**config.mk**
```make
export PLATFORM = sky130hd
export DESIGN_NAME = hitmux_pipe
export DESIGN_NICKNAME = d
export VERILOG_FILES = /design/src/rtl/noc_pkt.sv /design/src/rtl/hitmux_pipe_lane.sv /design/src/rtl/hitmux_pipe.sv
export SDC_FILE = /design/constraint.sdc
export NUM_CORES = 1
export LEC_CHECK = 0
export ABC_CLOCK_PERIOD_IN_PS = 5500
export CAP_MARGIN = 10
export CORE_AREA = 5 5 184 186
export DETAILED_ROUTE_END_ITERATION = 8
export DIE_AREA = 0 0 189 191
export PLACE_DENSITY_LB_ADDON = 0.15
export SLEW_MARGIN = 10
export SYNTH_ARGS = -nofsm -noshare
export SYNTH_HDL_FRONTEND = slang
export SYNTH_SLANG_ARGS = --single-unit
```
**constraint.sdc**
```tcl
create_clock -name clk -period 5.5 [get_ports clk]
set_input_delay 1.65 -clock clk [delete_from_list [all_inputs] [get_ports clk]]
set_output_delay 1.65 -clock clk [all_outputs]
set_load 0.005 [all_outputs]
```
**src/rtl/noc_pkt.sv**
```systemverilog
// Shared NoC packet encodings and default field widths.
package noc_pkt;

  localparam int unsigned DEF_TYPE_W = 3;
  localparam int unsigned DEF_DEST_W = 8;
  localparam int unsigned DEF_NHOP_W = 5;
  localparam int unsigned DEF_RID_W  = 8;
  localparam int unsigned DEF_CNT_W  = 16;

  localparam logic [DEF_TYPE_W-1:0] TYPE_REQUEST     = 3'd1;
  localparam logic [DEF_TYPE_W-1:0] TYPE_OUTSTANDING = 3'd3;
  localparam logic [DEF_TYPE_W-1:0] TYPE_C_REQ       = 3'd4;

endpackage

```
**src/rtl/hitmux_pipe_lane.sv**
```systemverilog
// One channel of the directory-hit rewrite mux: header decode, one output
// register stage behind valid/ready, and saturating hit/memory counters.
module hitmux_lane
  import noc_pkt::*;
#(
  parameter int unsigned DEST_W            = DEF_DEST_W,
  parameter int unsigned NHOP_W            = DEF_NHOP_W,
  parameter int unsigned RID_W             = DEF_RID_W,
  parameter int unsigned TYPE_W            = DEF_TYPE_W,
  parameter int unsigned CNT_W             = DEF_CNT_W,
  parameter int unsigned ROUTER_ID         = 0,
  parameter int unsigned NUM_COMPUTE_NODES = 16,
  parameter int unsigned MEM_ADDRESS       = 0
) (
  input  logic              clk,
  input  logic              rst,
  input  logic              bypass,
  input  logic              cnt_clr,
  input  logic              in_valid,
  output logic              in_ready,
  input  logic [TYPE_W-1:0] in_type,
  input  logic [RID_W-1:0]  in_rid,
  input  logic [DEST_W-1:0] in_dest,
  input  logic [NHOP_W-1:0] in_nhop,
  input  logic              dir_hit,
  input  logic [DEST_W-1:0] dir_dest,
  input  logic [NHOP_W-1:0] dir_nhop,
  input  logic [NHOP_W-1:0] mem_nhop,
  output logic              out_valid,
  input  logic              out_ready,
  output logic [TYPE_W-1:0] out_type,
  output logic [DEST_W-1:0] out_dest,
  output logic [NHOP_W-1:0] out_nhop,
  output logic [CNT_W-1:0]  hit_cnt,
  output logic [CNT_W-1:0]  mem_cnt
);

  localparam logic [RID_W-1:0]  OWN_RID   = RID_W'(ROUTER_ID);
  // Home-memory address of this router, truncated to the dest width.
  localparam logic [DEST_W-1:0] HOME_DEST = DEST_W'(ROUTER_ID + NUM_COMPUTE_NODES);
  localparam logic [DEST_W-1:0] MEM_DEST  = DEST_W'(MEM_ADDRESS);
  localparam logic [TYPE_W-1:0] T_REQ     = TYPE_W'(TYPE_REQUEST);
  localparam logic [TYPE_W-1:0] T_OUTST   = TYPE_W'(TYPE_OUTSTANDING);
  localparam logic [TYPE_W-1:0] T_CREQ    = TYPE_W'(TYPE_C_REQ);
  localparam logic [CNT_W-1:0]  CNT_MAX   = '1;

  logic              is_outst, is_redir, accept;
  logic              valid_q, valid_d;
  logic [TYPE_W-1:0] type_q, type_d;
  logic [DEST_W-1:0] dest_q, dest_d;
  logic [NHOP_W-1:0] nhop_q, nhop_d;
  logic [CNT_W-1:0]  hit_q, hit_d, mem_q, mem_d;

  assign is_outst = (in_type == T_OUTST) && (in_rid == OWN_RID) && dir_hit;
  assign is_redir = (in_type == T_REQ) && (in_rid == OWN_RID) && (in_dest == HOME_DEST);

  // Header rewrite; bypass or a non-matching header passes through untouched.
  always_comb begin
    type_d = in_type;
    dest_d = in_dest;
    nhop_d = in_nhop;
    if (!bypass) begin
      if (is_outst) begin
        nhop_d = dir_nhop;
      end else if (is_redir) begin
        if (dir_hit) begin
          type_d = T_CREQ;
          dest_d = dir_dest;
          nhop_d = dir_nhop;
        end else begin
          dest_d = MEM_DEST;
          nhop_d = mem_nhop;
        end
      end
    end
  end

  assign in_ready = !valid_q || out_ready;
  assign accept   = in_valid && in_ready;

  // Output valid: set on accept, cleared once the held header drains.
  always_comb begin
    valid_d = valid_q;
    if (accept) begin
      valid_d = 1'b1;
    end else if (out_ready) begin
      valid_d = 1'b0;
    end
  end

  // Saturating statistics; clear wins over a same-cycle increment.
  always_comb begin
    hit_d = hit_q;
    mem_d = mem_q;
    if (cnt_clr) begin
      hit_d = '0;
      mem_d = '0;
    end else if (accept && !bypass && is_redir) begin
      if (dir_hit && hit_q != CNT_MAX) hit_d = hit_q + CNT_W'(1);
      if (!dir_hit && mem_q != CNT_MAX) mem_d = mem_q + CNT_W'(1);
    end
  end

  // Pipeline register and counters with synchronous active-low reset.
  always_ff @(posedge clk) begin
    if (!rst) begin
      valid_q <= 1'b0;
      type_q  <= '0;
      dest_q  <= '0;
      nhop_q  <= '0;
      hit_q   <= '0;
      mem_q   <= '0;
    end else begin
      valid_q <= valid_d;
      hit_q   <= hit_d;
      mem_q   <= mem_d;
      if (accept) begin
        type_q <= type_d;
        dest_q <= dest_d;
        nhop_q <= nhop_d;
      end
    end
  end

  assign out_valid = valid_q;
  assign out_type  = type_q;
  assign out_dest  = dest_q;
  assign out_nhop  = nhop_q;
  assign hit_cnt   = hit_q;
  assign mem_cnt   = mem_q;

endmodule

```
**src/rtl/hitmux_pipe.sv**
```systemverilog
// Registered directory-hit rewrite mux: NUM_CH independent lanes, bus slicing only.
module hitmux_pipe
  import noc_pkt::*;
#(
  parameter int unsigned NUM_CH            = 5,
  parameter int unsigned DEST_W            = DEF_DEST_W,
  parameter int unsigned NHOP_W            = DEF_NHOP_W,
  parameter int unsigned RID_W             = DEF_RID_W,
  parameter int unsigned TYPE_W            = DEF_TYPE_W,
  parameter int unsigned CNT_W             = DEF_CNT_W,
  parameter int unsigned ROUTER_ID         = 0,
  parameter int unsigned NUM_COMPUTE_NODES = 16,
  parameter int unsigned MEM_ADDRESS       = 0
) (
  input  logic                     clk,
  input  logic                     rst,
  input  logic                     bypass,
  input  logic                     cnt_clr,
  input  logic [NUM_CH-1:0]        in_valid,
  output logic [NUM_CH-1:0]        in_ready,
  input  logic [NUM_CH*TYPE_W-1:0] in_type,
  input  logic [NUM_CH*RID_W-1:0]  in_rid,
  input  logic [NUM_CH*DEST_W-1:0] in_dest,
  input  logic [NUM_CH*NHOP_W-1:0] in_nhop,
  input  logic [NUM_CH-1:0]        dir_hit,
  input  logic [NUM_CH*DEST_W-1:0] dir_dest,
  input  logic [NUM_CH*NHOP_W-1:0] dir_nhop,
  input  logic [NUM_CH*NHOP_W-1:0] mem_nhop,
  output logic [NUM_CH-1:0]        out_valid,
  input  logic [NUM_CH-1:0]        out_ready,
  output logic [NUM_CH*TYPE_W-1:0] out_type,
  output logic [NUM_CH*DEST_W-1:0] out_dest,
  output logic [NUM_CH*NHOP_W-1:0] out_nhop,
  output logic [NUM_CH*CNT_W-1:0]  hit_cnt,
  output logic [NUM_CH*CNT_W-1:0]  mem_cnt
);

  for (genvar g = 0; g < NUM_CH; g++) begin : g_lane
    hitmux_lane #(
      .DEST_W           (DEST_W),
      .NHOP_W           (NHOP_W),
      .RID_W            (RID_W),
      .TYPE_W           (TYPE_W),
      .CNT_W            (CNT_W),
      .ROUTER_ID        (ROUTER_ID),
      .NUM_COMPUTE_NODES(NUM_COMPUTE_NODES),
      .MEM_ADDRESS      (MEM_ADDRESS)
    ) u_lane (
      .clk      (clk),
      .rst      (rst),
      .bypass   (bypass),
      .cnt_clr  (cnt_clr),
      .in_valid (in_valid[g]),
      .in_ready (in_ready[g]),
      .in_type  (in_type[g*TYPE_W +: TYPE_W]),
      .in_rid   (in_rid[g*RID_W +: RID_W]),
      .in_dest  (in_dest[g*DEST_W +: DEST_W]),
      .in_nhop  (in_nhop[g*NHOP_W +: NHOP_W]),
      .dir_hit  (dir_hit[g]),
      .dir_dest (dir_dest[g*DEST_W +: DEST_W]),
      .dir_nhop (dir_nhop[g*NHOP_W +: NHOP_W]),
      .mem_nhop (mem_nhop[g*NHOP_W +: NHOP_W]),
      .out_valid(out_valid[g]),
      .out_ready(out_ready[g]),
      .out_type (out_type[g*TYPE_W +: TYPE_W]),
      .out_dest (out_dest[g*DEST_W +: DEST_W]),
      .out_nhop (out_nhop[g*NHOP_W +: NHOP_W]),
      .hit_cnt  (hit_cnt[g*CNT_W +: CNT_W]),
      .mem_cnt  (mem_cnt[g*CNT_W +: CNT_W])
    );
  end

endmodule

```
# ---- After elaboration in Yosys (flattened, before gate mapping)
# Cells that the tools add are included.
dict set report totals {
  reg_bits 245
  input_bits 229
  wordCells 218
}
dict set report classes {
  add_sub_neg 10
  eq_ne 25
  muxes 70
  bitwise_logic 1
  reduce_logical 82
}
# cell n
set op_table {}
lappend op_table {{16-bit by 1-bit adder with 16-bit output, second input constant} 10}
lappend op_table {{8-bit two-way mux} 20}
lappend op_table {{16-bit inequality test, second input constant} 10}
lappend op_table {{5-bit two-way mux} 20}
lappend op_table {{3-bit two-way mux} 20}
lappend op_table {{1-bit logical AND} 45}
lappend op_table {{8-bit by 5-bit equality test with 1-bit output, second input constant} 5}
lappend op_table {{8-bit logical NOT} 5}
lappend op_table {{2-bit AND reduction} 10}
lappend op_table {{3-bit by 1-bit equality test with 1-bit output, second input constant} 5}
lappend op_table {{3-bit by 2-bit equality test with 1-bit output, second input constant} 5}
lappend op_table {{1-bit logical NOT} 11}
lappend op_table {{1-bit two-way mux} 10}
lappend op_table {{2-bit nonzero test} 5}
lappend op_table {{1-bit logical OR} 5}
lappend op_table {{2-bit OR reduction} 1}
lappend op_table {{1-bit NOT} 1}

# ---- Depth between registers and ports, before layout
dict set report depth {
  ltp_word 6
  ltp_mapped 8
  depth_no_buf 6
}

# ---- By module
# A second synthesis with hierarchy kept.
dict set report unflattened {
  cells_unflattened 1566
  area_unflattened_um2 12743.5
}
# mod n_inst cells_per_inst area_per_inst_um2
set modules_own_cells {}
lappend modules_own_cells {{hitmux_lane at g_lane[0].u_lane ...} 4 311 2523.7}
lappend modules_own_cells {{hitmux_lane at g_lane[4].u_lane} 1 322 2648.8}

# ---- Worst setup path before layout
# OpenSTA, ideal clock, no wires.
dict set report synth_timing {
  path_type {input port to output port}
  start {input out_ready[3]}
  end {output in_ready[3]}
  t_arrival_ps 2085
  t_required_ps 3850
  path_slack_ps 1765
  cell_stages 3
  n_path_buf 1
  cell_sequence {nor2b_1 -> inv_1 -> buf_4}
}
dict set report synth_between {
  elab_chain_cells 1
}
# item line_no
set synth_rtl {}
lappend synth_rtl {{from (decl)} hitmux_pipe.sv:30} ;# input logic [NUM_CH-1:0] out_ready,
lappend synth_rtl {{1-bit logical OR} hitmux_pipe_lane.sv:78} ;# assign in_ready = !valid_q || out_ready;
lappend synth_rtl {{to (decl)} hitmux_pipe.sv:20} ;# output logic [NUM_CH-1:0] in_ready,
# No other way between the ends.

# ---- Worst setup path in the final report
# Same ends and word-level chain as after synthesis.

==> results.md <==
* Fraction of registers with async set/reset at 0
* Seq/Total Area, Yosys at 0.387
* HP Class: reg -> reg
* Hold Vio Cnt, Final at 0
* Chip Width at roughly 190 um
* Max-slew violations at 0
* Worst-Margin Slew at approximately 1.1 ns
* Share of post-route cells with drive strength above 1 at 0.0441
* Setup Crit Path Kind: in -> out
* Root buf cell: clkbuf_16
* Mean Syn Cell Area at between 8 and 9 sq um
* Finish-stage setup viols at 0
* # placed instances at approximately 2400
* Post-cts resize count at 0
* GR Overflow Total at 0
* Routed WL per cell at between 20 and 25 um
* Tcrit/Tclk final at 0.825
* Pleak at roughly 5.8 nW
* Clock sinks at approximately 250
* Commonest cells post-synth: dfxtp_1 (245), a21oi_1 (209), o21ai_0 (113), nand2_1 (112), clkbuf_1 (89)
* CP required at a little under 4 ns
* Syn Inst Count at ~1600
* Max-slew headroom at 0.260
* # DRC at 0
* Gr usage total at 0.262
* Via density at between 5 and 6
* Die Height at 191 um
* Min cycle time layout at around 4.5 ns
* Max clock buf depth at 3
* RSZ-0062 raised after global routing: no
* Synth top area cells: dfxtp_1 (39%), a21oi_1 (8.3%), o21ai_0 (4.5%), or4_1 (4.4%), o31ai_1 (4.2%)
* Placer Congestion at ~0.9
* Starting density of the core at 0.394
* Nets@finish at 2236
* Fmax at 220 MHz
* Status: finished clean
* WP data arrival at roughly 2.9 ns
* Skew-Pair Late Insertion Delay at 0.54 ns
* PortBufs at roughly 480
* Post-route ant nets at 0
* TritonCTS clock tree: built
* MaxCap Viol Count at 0
* Crit path max fanout at 5
* DR iter-0 viols at 891
* Vias in the first global route at ~14000
* CTS Hold Bufs at 0
* Sum Neg Setup Slack at 0 ns
* Full die area at 0.0361 sq mm
* Clock slew at reported path FFs at around 0.060 ns
* CTS Buf Count at 29
* WL final at around 50 mm
* Largest net degree at the start of global routing at between 50 and 60
* EDFF count, synth at 0
* Worst VDD drop at 0.285 mV
* CP Capture Type: primary output
* Standard-cell rows at 66
* Placeable Area at roughly 0.032 sq mm
* CP Launch Type: input port
* Count of different cell masters after synthesis at 63
* Buffer count from post-CTS setup fixing at 0
* Initial antenna violation count at 3
* Post-synthesis register bit count at 245
* Vias after detailed routing at about 15000
* Top Ports at 479
* Layout Skew at roughly 0.0099 ns
* Fin cells at 2430
* Cell with the most instances after synthesis: dfxtp_1
* H-Tree Depth at 1
* DP HPWL at 38.2 mm
* Top cell type's share of synthesized area at 0.387
* Drt pass-1 iters at 5
* First-pass GRT wire length at between 70 and 80 mm
* Ys flop type: dfxtp_1
* Fillcell total at 2967
* Area Growth Syn to Fin at 46.8%
* Area leader, netlist: dfxtp_1
* Power Density at around 230 mW/mm^2
* Mapped Nets at 1815
* Mapped cell area at 0.0127 sq mm
* Synth Warn # at 0
==> final cells by class <==
class / count / area [sq um] / area share
repair buffers: 494 / 4890 / 0.263
clock buffers: 42 / 845 / 0.0454
flip-flops and latches: 245 / 4900 / 0.264
well taps: 408 / 510 / 0.0274
clock inverters: 10 / 103 / 0.00552
multi-input cells: 1185 / 7180 / 0.386
diodes: 4 / 10.0 / 0.000538
inverters: 42 / 158 / 0.00848
==> kinds of logic (layout without fill, tap and decap cells) <==
kind of cell,Yosys count,count (layout),share of synthesized area
flops,245,245,0.387
fa+ha+maj,10,10,0.00987
compound gates,513,513,0.246
xor+xnor,8,8,0.00553
mux,18,18,0.0143
buf+inv,146,588,0.0474
simple gates,636,636,0.290
other cells,0,4,0
==> per-stage QoR <==
stage          hold slack [ns]  worst slack, ns  total power, mW  cell area [sq um]  utilization
2_1_floorplan            0.448             1.77             2.04              12700            -
3_3_place_gp             0.439            0.861             2.38              17600        0.549
3_5_place_dp             0.447            0.807             2.39              17600        0.549
4_1_cts                  0.455            0.966             4.32              18600        0.579
5_1_grt                  0.488            0.893             4.42              18600        0.579
6_report                 0.454            0.963             4.28              18600        0.579
==> critical path: stages <==
cell,delay [ns]
clkdlybuf4s50_1,0.40
nor2b_1,0.23
inv_1,0.14
clkdlybuf4s50_1,0.47
==> where the power goes <==
group,internal (mW),switching [mW]
clock,1.15,0.774
combinational,0.283,0.224
sequential,1.82,0.0277
total,3.25,1.03
==> cell usage in the layout (no fill, tap or decap), types with 19 or more instances in the layout <==
| cell type | count |
|---|---|
| a21oi_1 | 209 |
| a221oi_1 | 24 |
| and3_1 | 20 |
| clkbuf_16 | 29 |
| clkdlybuf4s50_1 | 476 |
| dfxtp_1 | 245 |
| inv_1 | 41 |
| nand2_1 | 112 |
| nand3_1 | 81 |
| nand4_1 | 55 |
| nor2_1 | 67 |
| nor3_1 | 19 |
| nor4_1 | 28 |
| o211ai_1 | 20 |
| o21ai_0 | 113 |
| o31ai_1 | 71 |
| or3_1 | 79 |
| or4_1 | 74 |
==> routing by layer <==
metal  vias up  GRT usage  routed length, um
li1       6926          -                  -
met1      6995      0.329              20700
met2       560      0.440              24300
met3        97     0.0661               4120
met4         0     0.0922               1930
met5         -          0                  0
==> worst paths after layout <==
check,start,to,slack (ns),cells after the start
min reg2reg,g_lane[2].u_lane.out_type[0],g_lane[2].u_lane.out_type[0],0.45,2
min,g_lane[2].u_lane.out_type[0],g_lane[2].u_lane.out_type[0],0.45,2
max reg2reg,g_lane[4].u_lane.hit_cnt[0],g_lane[4].u_lane.hit_cnt[9],2.94,6
max,out_ready[3],in_ready[3],0.96,4
==> sequential cells by signal, indices dropped and copies added (netlist names) <==
| signal | flops |
|---|---|
| g_lane.u_lane.out_type | 15 |
| g_lane.u_lane.out_valid | 5 |
| g_lane.u_lane.mem_cnt | 80 |
| g_lane.u_lane.out_dest | 40 |
| g_lane.u_lane.out_nhop | 25 |
| g_lane.u_lane.hit_cnt | 80 |
(Power assumes the default switching activity.)
